`src/rtl/decrypt_phase_seq_pkg.sv`:
```
// Shared definitions for the ROLLO decryption phase sequencer: FSM state
// encoding, shared-memory mux select codes and small decode helpers.
package decrypt_phase_seq_pkg;

  localparam int D_ITER = 6;

  typedef enum logic [2:0] {
    S_IDLE,
    S_MUL,
    S_SYN,
    S_RSR,
    S_HASH,
    S_DONE,
    S_ERR
  } state_t;

  localparam logic [2:0] ST_IDLE = 3'd0;
  localparam logic [2:0] ST_MUL  = 3'd1;
  localparam logic [2:0] ST_SYN  = 3'd2;
  localparam logic [2:0] ST_RSR  = 3'd3;
  localparam logic [2:0] ST_HASH = 3'd4;
  localparam logic [2:0] ST_ERR  = 3'd7;

  // Memory-mux select seen by the datapath while the FSM sits in s.
  function automatic logic [2:0] status_of(input state_t s);
    case (s)
      S_MUL:   return ST_MUL;
      S_SYN:   return ST_SYN;
      S_RSR:   return ST_RSR;
      S_HASH:  return ST_HASH;
      S_ERR:   return ST_ERR;
      default: return ST_IDLE;
    endcase
  endfunction

  function automatic logic is_busy(input state_t s);
    return (s == S_MUL) || (s == S_SYN) || (s == S_RSR) || (s == S_HASH);
  endfunction

endpackage

```
`src/rtl/decrypt_phase_seq_watchdog.sv`:
```
// Per-phase watchdog: counts busy cycles since the last phase entry and flags
// the cycle whose increment would carry the counter to all-ones.
module phase_watchdog #(
  parameter int WD_W = 20
) (
  input  logic clk,
  input  logic rst,
  input  logic clear,
  input  logic enable,
  output logic expired
);

  localparam logic [WD_W-1:0] ALL_ONES = '1;
  localparam logic [WD_W-1:0] LIMIT    = ALL_ONES - WD_W'(1);

  logic [WD_W-1:0] cnt;

  // NOTE: sequential state uses non-blocking assignments so every register
  // samples pre-edge values and simulation matches the synthesized flops.
  always_ff @(posedge clk or posedge rst) begin
    if (rst) begin
      cnt <= '0;
    end else if (clear) begin
      cnt <= '0;
    end else if (enable) begin
      cnt <= cnt + WD_W'(1);
    end
  end

  // Independent of clear on purpose: clear is derived from the FSM's next
  // state, which in turn depends on expired.
  assign expired = enable && (cnt == LIMIT);

endmodule

```
`src/rtl/decrypt_phase_seq.sv`:
```
// Top-level phase sequencer for the ROLLO decryption datapath: launches the
// multiplier, syndrome-space generator, RSR eliminator and SHA3 in order.
module decrypt_phase_seq
  import decrypt_phase_seq_pkg::*;
#(
  parameter int ITER = D_ITER,
  parameter int IW   = 3,
  parameter int WD_W = 20
) (
  input  logic          clk,
  input  logic          rst,
  input  logic          start,
  input  logic          abort,
  output logic          gf2mz_start,
  input  logic          gf2mz_done,
  output logic          s1s2_start,
  input  logic          s1s2_done,
  output logic          rsr_start,
  input  logic          rsr_done,
  output logic          sha3_start,
  input  logic          sha3_done,
  output logic [2:0]    status,
  output logic [IW-1:0] iterate,
  output logic          mat_sel,
  output logic          is_last,
  output logic          busy,
  output logic          finish,
  output logic          error
);

  localparam logic [IW-1:0] K_LAST = IW'(ITER - 2);

  state_t        state, state_n;
  logic [IW-1:0] iterate_n;
  logic          error_n;
  logic          wd_clear, wd_expired;

  phase_watchdog #(.WD_W(WD_W)) u_watchdog (
    .clk     (clk),
    .rst     (rst),
    .clear   (wd_clear),
    .enable  (is_busy(state)),
    .expired (wd_expired)
  );

  assign wd_clear = (state_n != state);

  // NOTE: every variable written here gets its default first, so no path
  // through the case can leave one unassigned and infer a latch.
  always_comb begin
    state_n   = state;
    iterate_n = iterate;
    error_n   = error;

    case (state)
      S_IDLE, S_DONE, S_ERR: begin
        if (start) begin
          state_n   = S_MUL;
          iterate_n = '0;
          error_n   = 1'b0;
        end
      end

      // A done coincident with its own start pulse is stale from a prior run.
      S_MUL: begin
        if (abort)                           state_n = S_IDLE;
        else if (gf2mz_done && !gf2mz_start) state_n = S_SYN;
        else if (wd_expired) begin
          state_n = S_ERR;
          error_n = 1'b1;
        end
      end

      S_SYN: begin
        if (abort)                         state_n = S_IDLE;
        else if (s1s2_done && !s1s2_start) state_n = S_RSR;
        else if (wd_expired) begin
          state_n = S_ERR;
          error_n = 1'b1;
        end
      end

      S_RSR: begin
        if (abort) begin
          state_n = S_IDLE;
        end else if (rsr_done && !rsr_start) begin
          if (iterate == K_LAST) begin
            state_n = S_HASH;
          end else begin
            state_n   = S_SYN;
            iterate_n = iterate + IW'(1);
          end
        end else if (wd_expired) begin
          state_n = S_ERR;
          error_n = 1'b1;
        end
      end

      S_HASH: begin
        if (abort)                         state_n = S_IDLE;
        else if (sha3_done && !sha3_start) state_n = S_DONE;
        else if (wd_expired) begin
          state_n = S_ERR;
          error_n = 1'b1;
        end
      end

      default: state_n = S_IDLE;
    endcase
  end

  // Outputs are registered from next-state values so status, iterate and the
  // start pulses all change on the same edge as the state.
  always_ff @(posedge clk or posedge rst) begin
    if (rst) begin
      state       <= S_IDLE;
      gf2mz_start <= 1'b0;
      s1s2_start  <= 1'b0;
      rsr_start   <= 1'b0;
      sha3_start  <= 1'b0;
      status      <= ST_IDLE;
      iterate     <= '0;
      mat_sel     <= 1'b0;
      is_last     <= 1'b0;
      busy        <= 1'b0;
      finish      <= 1'b0;
      error       <= 1'b0;
    end else begin
      state       <= state_n;
      gf2mz_start <= (state_n == S_MUL)  && (state != S_MUL);
      s1s2_start  <= (state_n == S_SYN)  && (state != S_SYN);
      rsr_start   <= (state_n == S_RSR)  && (state != S_RSR);
      sha3_start  <= (state_n == S_HASH) && (state != S_HASH);
      status      <= status_of(state_n);
      iterate     <= iterate_n;
      mat_sel     <= (iterate_n != '0);
      is_last     <= (iterate_n == K_LAST);
      busy        <= is_busy(state_n);
      finish      <= (state == S_HASH) && (state_n == S_DONE);
      error       <= error_n;
    end
  end

endmodule

```
`config.mk`:
```
export PLATFORM = sky130hd
export DESIGN_NAME = decrypt_phase_seq
export DESIGN_NICKNAME = d
export VERILOG_FILES = /design/src/rtl/decrypt_phase_seq_pkg.sv /design/src/rtl/decrypt_phase_seq_watchdog.sv /design/src/rtl/decrypt_phase_seq.sv
export SDC_FILE = /design/constraint.sdc
export NUM_CORES = 1
export LEC_CHECK = 0
export ABC_AREA = 1
export ABC_CLOCK_PERIOD_IN_PS = 4700
export BUFFER_PORTS_ARGS = -buffer_cell sky130_fd_sc_hd__buf_4
export CAP_MARGIN = 30
export CORE_MARGIN = 8
export CORE_UTILIZATION = 31
export DETAILED_ROUTE_END_ITERATION = 16
export HOLD_SLACK_MARGIN = 0.03
export PLACE_DENSITY = 0.46
export REMOVE_ABC_BUFFERS = 1
export SYNTH_ARGS = -nofsm -noshare
export SYNTH_HDL_FRONTEND = slang
export SYNTH_HIERARCHICAL = 1
export SYNTH_SLANG_ARGS = --single-unit
```
`constraint.sdc`:
```
create_clock -name clk -period 4.7 [get_ports clk]
set_input_delay 1.41 -clock clk [delete_from_list [all_inputs] [get_ports clk]]
set_output_delay 1.41 -clock clk [all_outputs]
set_load 0.01 [all_outputs]
```
# --- Word-level counts from Yosys, hierarchy flattened ---
# Cells that the tools add are included.
word_totals:
  ff_bits: 38
  out_inout_bits: 15
op_classes:
  addsub: 2
  eq_ne: 29
  n_reduce_logical: 26
  mux: 31
ops:
  columns: ["cell", "count"]
  rows:
  - ["2-to-1 mux 3 bit", 15]
  - ["2-to-1 mux 20 bit", 2]
  - ["case mux 3 bit (5 select lines)", 2]
  - ["== test 3 bit, second input constant", 8]
  - ["adder 20 x 1 -> 20 bit, second input constant", 1]
  - ["== test 20 bit, second input constant", 1]
  - ["!= test 2 bit, second input constant", 9]
  - ["== test 3 x 2 -> 1 bit, second input constant", 4]
  - ["logical AND 1 bit", 10]
  - ["2-to-1 mux 1 bit", 10]
  - ["AND reduction 10 bit", 1]
  - ["== test 3 x 1 -> 1 bit, second input constant", 2]
  - ["logical OR 1 bit", 6]
  - ["!= test 3 x 2 -> 1 bit, second input constant", 2]
  - ["case mux 3 bit (2 select lines)", 1]
  - ["case mux 1 bit (5 select lines)", 1]
  - ["nonzero test 5 bit", 1]
  - ["zero test 1 bit", 4]
  - ["adder 3 x 1 -> 3 bit, second input constant", 1]
  - ["zero test 3 bit", 1]
  - ["!= test 3 x 1 -> 1 bit, second input constant", 1]
  - ["!= test 3 bit", 1]
  - ["!= test 3 bit, second input constant", 1]
  - ["nonzero test 3 bit", 1]
  - ["2 further kinds", 2]

# --- Longest topological paths before layout ---
logic_depth:
  depth_word: 13
  mapped_depth: 29

# --- By module ---
# The synthesis kept the hierarchy.
modules_own_cells:
  columns: ["mod", "cells_per_inst", "area_each_um2", "instances"]
  rows:
  - ["decrypt_phase_seq", 182, 1293.7, 1]
  - ["phase_watchdog", 163, 1192.4, 1]

# --- Worst setup path before layout ---
# No wires, ideal clock.
synth_timing:
  path_type: "register to register"
  start: "register state[1]"
  end: "register u_watchdog.cnt[17]"
  required_time_ps: 4581
  path_slack_ps: 1438
  path_stages_with_launch: 27
  arrival_ps: 3143
  setup_time_ps: 119
  period_less_slack_ps: 3262
  cell_sequence: "dfrtp_1 buf_4 nor2_2 nand2_2 inv_2 nor2_1 inv_1 nand4_1 nor3_1 nor3b_1 inv_1 nand2_1 nand2_1 nand3_2 inv_2 nor2_4 nand3_4 nand2_1 nand2_1 nor2_1 nand2_1 nor2_4 inv_2 nand3_1 nor2_4 a21oi_1 nor2_1"
synth_between:
  elab_chain_cells: 11
  word_cells_on_any_way: 26
  classes_between: "7 x eq/ne; 12 x mux; 7 x reduce/logical"
synth_rtl:
  columns: ["element", "line_no", "source"]
  rows:
  - ["start: declaration", "decrypt_phase_seq.sv:33", "state_t state, state_n;"]
  - ["start signal: assignment", "decrypt_phase_seq.sv:129", "state <= state_n;"]
  - ["== test 3 x 1 -> 1 bit or == test 3 x 2 -> 1 bit (tied branches)", "decrypt_phase_seq_pkg.sv:37", "return (s == S_MUL) || (s == S_SYN) || (s == S_RSR) || (s == S_HASH);"]
  - ["logical OR 1 bit (2 in a row)", "decrypt_phase_seq_pkg.sv:37", null]
  - ["logical OR 1 bit *", "decrypt_phase_seq_pkg.sv:37", null]
  - ["logical AND 1 bit *", "decrypt_phase_seq_watchdog.sv:32", "assign expired = enable && (cnt == LIMIT);"]
  - ["net wd_expired", "decrypt_phase_seq.sv:36", "logic wd_clear, wd_expired;"]
  - ["2-to-1 mux 3 bit *", null, null]
  - ["2-to-1 mux 3 bit, on equally long branches (2 in a row)", null, null]
  - ["case mux 3 bit (5 select lines) *", "decrypt_phase_seq.sv:55", "case (state)"]
  - ["net state_n[0]", "decrypt_phase_seq.sv:33", null]
  - ["!= test 3 bit *", "decrypt_phase_seq.sv:46", "assign wd_clear = (state_n != state);"]
  - ["net wd_clear", "decrypt_phase_seq.sv:36", null]
  - ["2-to-1 mux 20 bit or nonzero test 2 bit (tied branches)", null, null]
  - ["end signal: assignment", "decrypt_phase_seq_watchdog.sv:26", "cnt <= cnt + WD_W'(1);"]
  - ["end: declaration", "decrypt_phase_seq_watchdog.sv:16", "logic [WD_W-1:0] cnt;"]
# Mark *: on every way through the listed nets, which the timed path passes. The rest lies on a longest branch.
# A chain may end at the register's enable or synchronous reset.

# --- Worst setup path in the final report ---
layout_timing:
  start: "register state[2]"
  end: "register u_watchdog.cnt[17]"
# The elaborated chain is that of the path after synthesis.

==> impl_metrics.yaml <==
pwr:
  vdd_drop_max_mv: 0.1458
  p_leak_nw: 1.437
  power_density_nw_per_um2: 435.0
die:
  io_pins: 23
  start_util_pct: 32.01
  die_w_um: 105.6
  dieArea_um2: 11140
  core_area_um2: 7767
  fp.dieH_um: 105.6
  row_count: 32
setup_path:
  crit_arrival_ps: 4250
  crit_fanout: 9
  critical_path_class: "reg2reg"
  start_kind: "flip-flop"
  cp-end-kind: "flip-flop"
  worst_ep_required_time_ps: 4880
clock_network:
  post_cts_buffers: 0
  clk_pin_slew_ps: 80
  cts_resized: 0
  cts_tree: "done"
  clock_latency_ps: 290
  cts-root-buf: "clkbuf_8"
  cts_max_path_buffers: 2
  htree_levels: 2
  cts.sinks: 38
  postCtsHoldBufs: 0
  cts-buffers-inserted: 5
finish:
  final_layout_size_suffix_gt1_share_pct: 20.00
  fillers: 859
  layout_commonest_cell: "nand2_1"
  nNetsFinal: 382
  syn2layout_area_growth_pct: 13.44
  diodes: 0
  layout_common_cells: "nand2_1, inv_1, dfrtp_1, nor2_1, nand3_1"
synth:
  synth_seq_cells: 38
  synth_warnings: 6
  synth_edf_count: 0
  synth.top_cell.area_share_pct: 38.25
  synth_area_per_cell_um2: 7.206
  synth_area_leader_cell: "dfrtp_1"
  synth-seq-area-share_pct: 38.25
  synth_cell_types: 35
  synthCells: 345
  async_flop_share_pct: 100.0
  synth-main-ff-cell: "dfrtp_1"
  syn-cell-area_um2: 2486
  synth_area_leaders: "dfrtp_1, nand2_1, inv_1"
sta:
  min_period_over_period_pct: 86.72
  rsz0062_at_grt: "no"
  fin_hold_ws_ps: 517.4
  slew_violations: 0
  slew_headroom_pct: 45.96
  finalSetupViolCount: 0
  min_period_ps: 4076
  tightest_slew_ps: 809.8
  setup_tns_ps: 0
  max_freq_ghz: 0.2453
  fin_worst_skew_ps: 8.474
  hold_violations: 0
route:
  avgRoutedWirePerCell_um: 13.30
  final_antenna_net_count: 0
  wl_um: 6278
  vias: 2228
  drcViolationCount: 0
  routed_via_density: 4.720
  drt_iter0_drc: 92
  firstDrtPassIters: 4
flow_run:
  cap_violations: 0
grt:
  grt_max_degree: 21
  grt_pass1_wl_um: 10590
  gr-total-overflow: 0
  antenna_found_initial: 0
  grt_usage_pct: 11.66
  grt_pass1_vias: 2186
outcome:
  outcome: "complete, no violations"
worst_hold_path:
  hp-class: "reg2reg"
placed_design:
  hpwl_um: 4921
  io_buffer_count: 22
  routabilityCongestion: 0.8801
==> stage by stage <==
step	util, %	total power (W)	worst slack (ps)	cells	instance area (um2)
after floorplan	-	0.0008445	1396	341	2449
after global placement	35.29	0.001027	757.9	465	2741
after detailed placement	35.29	0.001024	634.4	465	2741
after CTS	36.31	0.001251	609.9	472	2820
after global routing	36.31	0.001334	81.33	472	2820
final	36.31	0.001227	623.9	472	2820
==> routing by layer <==
layer  vias up  routed length (um)  track usage [%]
li1       1147                   -                -
met1      1013                2860            14.24
met2        53                3013            19.47
met3        15                 284            2.558
met4         0                 119            4.724
met5         -                   0                0
==> power breakdown <==
part | total, W | internal [W] | leakage [nW] | switching (W)
Sequential | 0.000410 | 0.000368 | 0.521 | 0.0000418
Combinational | 0.000597 | 0.000185 | 0.872 | 0.000412
Clock | 0.000220 | 0.0000998 | 0.0438 | 0.000120
Total | 0.00123 | 0.000653 | 1.44 | 0.000574
==> registers in the layout, summed over array words and instances (netlist names) <==
register / count
busy: 1
error: 1
finish: 1
gf2mz_start: 1
is_last: 1
iterate: 3
mat_sel: 1
rsr_start: 1
s1s2_start: 1
sha3_start: 1
state: 3
status: 3
u_watchdog/cnt: 20
==> cells by family after synthesis <==
| logic type | after synthesis | synth area share (%) |
|---|---|---|
| DFF | 38 | 38.25 |
| buffers and inverters | 59 | 9.813 |
| AOI/OAI and AO/OA | 38 | 8.254 |
| adders and majority gates | 4 | 2.013 |
| xor gates and xnor gates | 1 | 0.3524 |
| and+or+nand+nor | 205 | 41.32 |
==> path summary, 6_finish.rpt <==
path | start | to | slack, ps | depth (start not counted)
worst max-delay path | state[2] | u_watchdog/cnt[17] | 620 | 24
worst min-delay path | u_watchdog/cnt[12] | u_watchdog/cnt[12] | 520 | 1
worst min register to register | u_watchdog/cnt[12] | u_watchdog/cnt[12] | 520 | 1
max in group asynchronous | rst | u_watchdog/cnt[15] | 2910 | 2
worst max register to register | state[2] | u_watchdog/cnt[17] | 620 | 24
min in group asynchronous | rst | rsr_start | 1260 | 2
==> synth_stat cells, types with 2 or more instances <==
library cell	n
nand2_1	89
inv_1	45
dfrtp_1	38
nor2_1	36
nand3_1	28
o21ai_0	15
a21oi_1	13
inv_2	9
nand2_2	9
nor2_4	9
nor2_2	8
nand4_1	7
nor3_1	6
ha_1	4
o21ai_1	4
nand2_4	3
nand3_2	3
nand3_4	2
==> worst max-delay path, stage by stage (launching register included) <==
cell	delay, ps
dfrtp_1	650
nand2_2	160
inv_2	150
nor2_1	90
inv_1	240
nand4_1	130
nor3_1	120
nor3b_1	610
inv_1	120
nand2_1	150
nand2_1	80
nand3_2	100
inv_2	60
nor2_4	90
nand3_4	100
nand2_1	70
nand2_1	50
nor2_1	90
nand2_1	120
nor2_4	270
inv_2	110
nand3_1	120
nor2_4	70
a21oi_1	130
nor2_1	60
==> final cells by class <==
cell class / instances / area (um2) / area share [%]
clock buffers: 5 / 68.82 / 2.440
clock inverters: 2 / 10.01 / 0.3549
inverters: 55 / 206.4 / 7.320
multi-input cells: 248 / 1291 / 45.79
flip-flops and latches: 38 / 950.9 / 33.72
well taps: 102 / 127.6 / 4.525
repair buffers: 22 / 165.2 / 5.856
Note: power is estimated with default switching activity, not from simulation.
